===== config.mk =====
export PLATFORM = sky130hd
export DESIGN_NAME = popcount_cells
export DESIGN_NICKNAME = d
export VERILOG_FILES = /design/src/rtl/battleship_pkg.sv /design/src/rtl/c_hit_checker_popcount_cells.sv
export SDC_FILE = /design/constraint.sdc
export NUM_CORES = 1
export LEC_CHECK = 0
export CAP_MARGIN = 20
export CORE_MARGIN = 10
export CORE_UTILIZATION = 44
export DETAILED_ROUTE_END_ITERATION = 7
export PLACE_DENSITY_LB_ADDON = 0.08
export SLEW_MARGIN = 0
export SYNTH_ARGS = -nofsm -noshare
export SYNTH_HDL_FRONTEND = slang
export SYNTH_SLANG_ARGS = --single-unit

===== constraint.sdc =====
create_clock -name vclk -period 7.6
set_input_delay 1.14 -clock vclk [all_inputs]
set_output_delay 1.14 -clock vclk [all_outputs]
set_load 0.1 [all_outputs]

===== src/rtl/battleship_pkg.sv =====
// Shared board geometry, hit-checker state encoding and guess helpers.
package battleship_pkg;

  localparam int CELLS = 28;
  localparam int CNT_W = 5;

  typedef enum logic [1:0] {
    SETUP = 2'd0,
    WAIT  = 2'd1,
    EVAL  = 2'd2,
    DONE  = 2'd3
  } state_t;

  // Exactly one bit set: nonzero and clearing the lowest set bit leaves nothing.
  function automatic logic is_onehot(input logic [CELLS-1:0] x);
    return (x != '0) && ((x & (x - CELLS'(1))) == '0);
  endfunction

endpackage


===== src/rtl/c_hit_checker_popcount_cells.sv =====
// popcount_cells: combinational population count of a CELLS-bit board map.
module popcount_cells
  import battleship_pkg::*;
(
  input  logic [CELLS-1:0] bits,
  output logic [CNT_W-1:0] count
);

  always_comb begin
    count = '0;
    for (int unsigned i = 0; i < CELLS; i++) begin
      count = count + CNT_W'(bits[i]);
    end
  end

endmodule


==> impl_results.md <==
* Status: complete, no violations
* GR Overflow Total at 0
* Data required, critical path at 6.46 ns
* Setup_tns at 0 ns
* Final slew viol count at 0
* Reg area at 0 um2
* Post-DP HPWL at 1670 um
* CP Launch Point: bits[0]
* Final period utilization at between 90% and 100%
* Core footprint at 1520 um2
* Adder-Cell Fraction of Synth Area at 69.4%
* Largest net degree at the start of global routing at 4
* Final wirelength at between 1500 and 2000 um
* First-pass GRT wire length at 2770 um
* Xor and xnor area share after synthesis at about 3.6%
* Commonest non-fill, non-tap cell in the layout: inv_1
* Placed insts at ~130
* Final-report setup violation count at 0
* Compound-Gate Fraction of Synth Area at 3.99%
* Vias in the first global route at 629
* CP Class: primary input to primary output
* Fill cell count at around 130
* Syn-to-layout area delta at 53.8%
* Total number of vias at 537
* Min cycle time layout at 7.17 ns
* Router iterations before antenna repair at 2
* Synth Cell Area at 721 um2
* Fmax at 0.139 GHz
* # clk buffers at 0
* Post-DRT Antenna Nets at 0
* # DRC at 0
* Synthesized instance count at 79
* Final hold viol count at 0
* MaxCap Viol Count at 0
* Starting density of the core at a little under half
* Least-Margin Pin Slew at between 0.2 and 0.3 ns
* GRT Total Usage at around a tenth
* Most frequent cells in the layout: inv_1, clkdlybuf4s50_1, fa_1
* Setup Buffers After CTS at 0
* Multi-input logic area at 556 um2
* Vias per std cell at 4.20
* WL per Instance at 12.8 um
* Simple-gate portion of the synthesized area at 0%
* Post-synthesis mux area share at 0%
* Ant. Diodes at 0
* Die width at 60.5 um
* Hold Crit Class: primary input to primary output
* Worst hold margin at ~3.2 ns
* Largest fanout on the critical path at 2
* Crit. End Element: primary output
* FP Rows at 14
* Die Y at between 60 and 70 um
* Num sequential at 0
* Final cell count without fillers at approximately 130
* Synth cell types at 8
* Register area share after synthesis at 0%
* Nets at 170
* Drt initial violations at 9
* Syn_nets at 135
* Hold Buf Count CTS at 0
* CP arrival at approximately 6 ns
* Die ar. at around 3700 um2
* RD Place Congestion at 0.707
* Number of synthesis warnings at 0
* Critical path launch point type: primary input
* Post_cts resized at 0
* Syn_area_per_cell at 9.12 um2
* Buffers added on ports at 33
* Unrepaired setup endpoints after global routing: false
* Slew headroom at 81.0%
* Initial antenna violation count at 0
* Num ports at 33
* Largest family of logic cells by synthesized area: adder cells
* Share of layout cells above drive strength 1 at 5.36%
* Critical path endpoint: count[4]
stage by stage:
| stage | area, um2 | utilization (%) | worst slack [ns] |
|---|---|---|---|
| 5_1_grt | 1110 | 72.7 | 0.175 |
| 3_3_place_gp | 1110 | 72.7 | 0.496 |
| 2_1_floorplan | 721 | - | 0.211 |
| 6_report | 1110 | 72.7 | 0.425 |
| 3_5_place_dp | 1110 | 72.7 | 0.376 |
| 4_1_cts | 1110 | 72.7 | 0.373 |
routing by layer:
metal	share of wire (%)	routed length, um	vias to the layer above	global-route usage (%)
met1	37	611	248	10.8
met5	0	0	-	0
met2	56	922	18	18.5
li1	-	-	271	-
met3	6.4	105	0	1.67
met4	0	0	0	0
how the worst min path moves through the flow:
stage	start	to	slack, ns	cells past startpoint
after floorplan	bits[2]	count[0]	2.83	1
after global routing	bits[2]	count[0]	3.17	3
after global placement	bits[2]	count[0]	3.15	3
after detailed placement	bits[2]	count[0]	3.16	3
final	bits[2]	count[0]	3.16	3
after CTS	bits[2]	count[0]	3.17	3
cell families after synthesis:
family,count (synthesis)
AOI/OAI and AO/OA,4
buffers and inverters,44
adders and majority gates,28
xor gates and xnor gates,3
synth_stat cells (all sizes together):
cell	number	area (um2)
a21o	2	15.0
xor2	1	8.76
fa	20	400
inv	44	165
ha	8	100
xnor2	2	17.5
a21oi	2	13.8
layout make-up:
cell class / count / share of cell area, %
Multi-Input combinational cell: 35 / 50.1
Tap cell: 16 / 1.81
Inverter: 44 / 14.9
Timing Repair Buffer: 33 / 33.2
critical path, stage by stage:
cell and delay [ns]:
clkdlybuf4s50_1 0.45, inv_1 0.05, fa_1 0.50, fa_1 0.39
inv_1 0.08, fa_1 0.46, fa_1 0.54, fa_1 0.55
inv_1 0.05, fa_1 0.53, inv_1 0.07, fa_1 0.46
a21o_1 0.21, a21oi_2 0.14, xnor2_1 0.19, buf_12 0.22
Power is not shown: default switching activity piles up to over one toggle a cycle in this logic, so the estimate is an artifact.
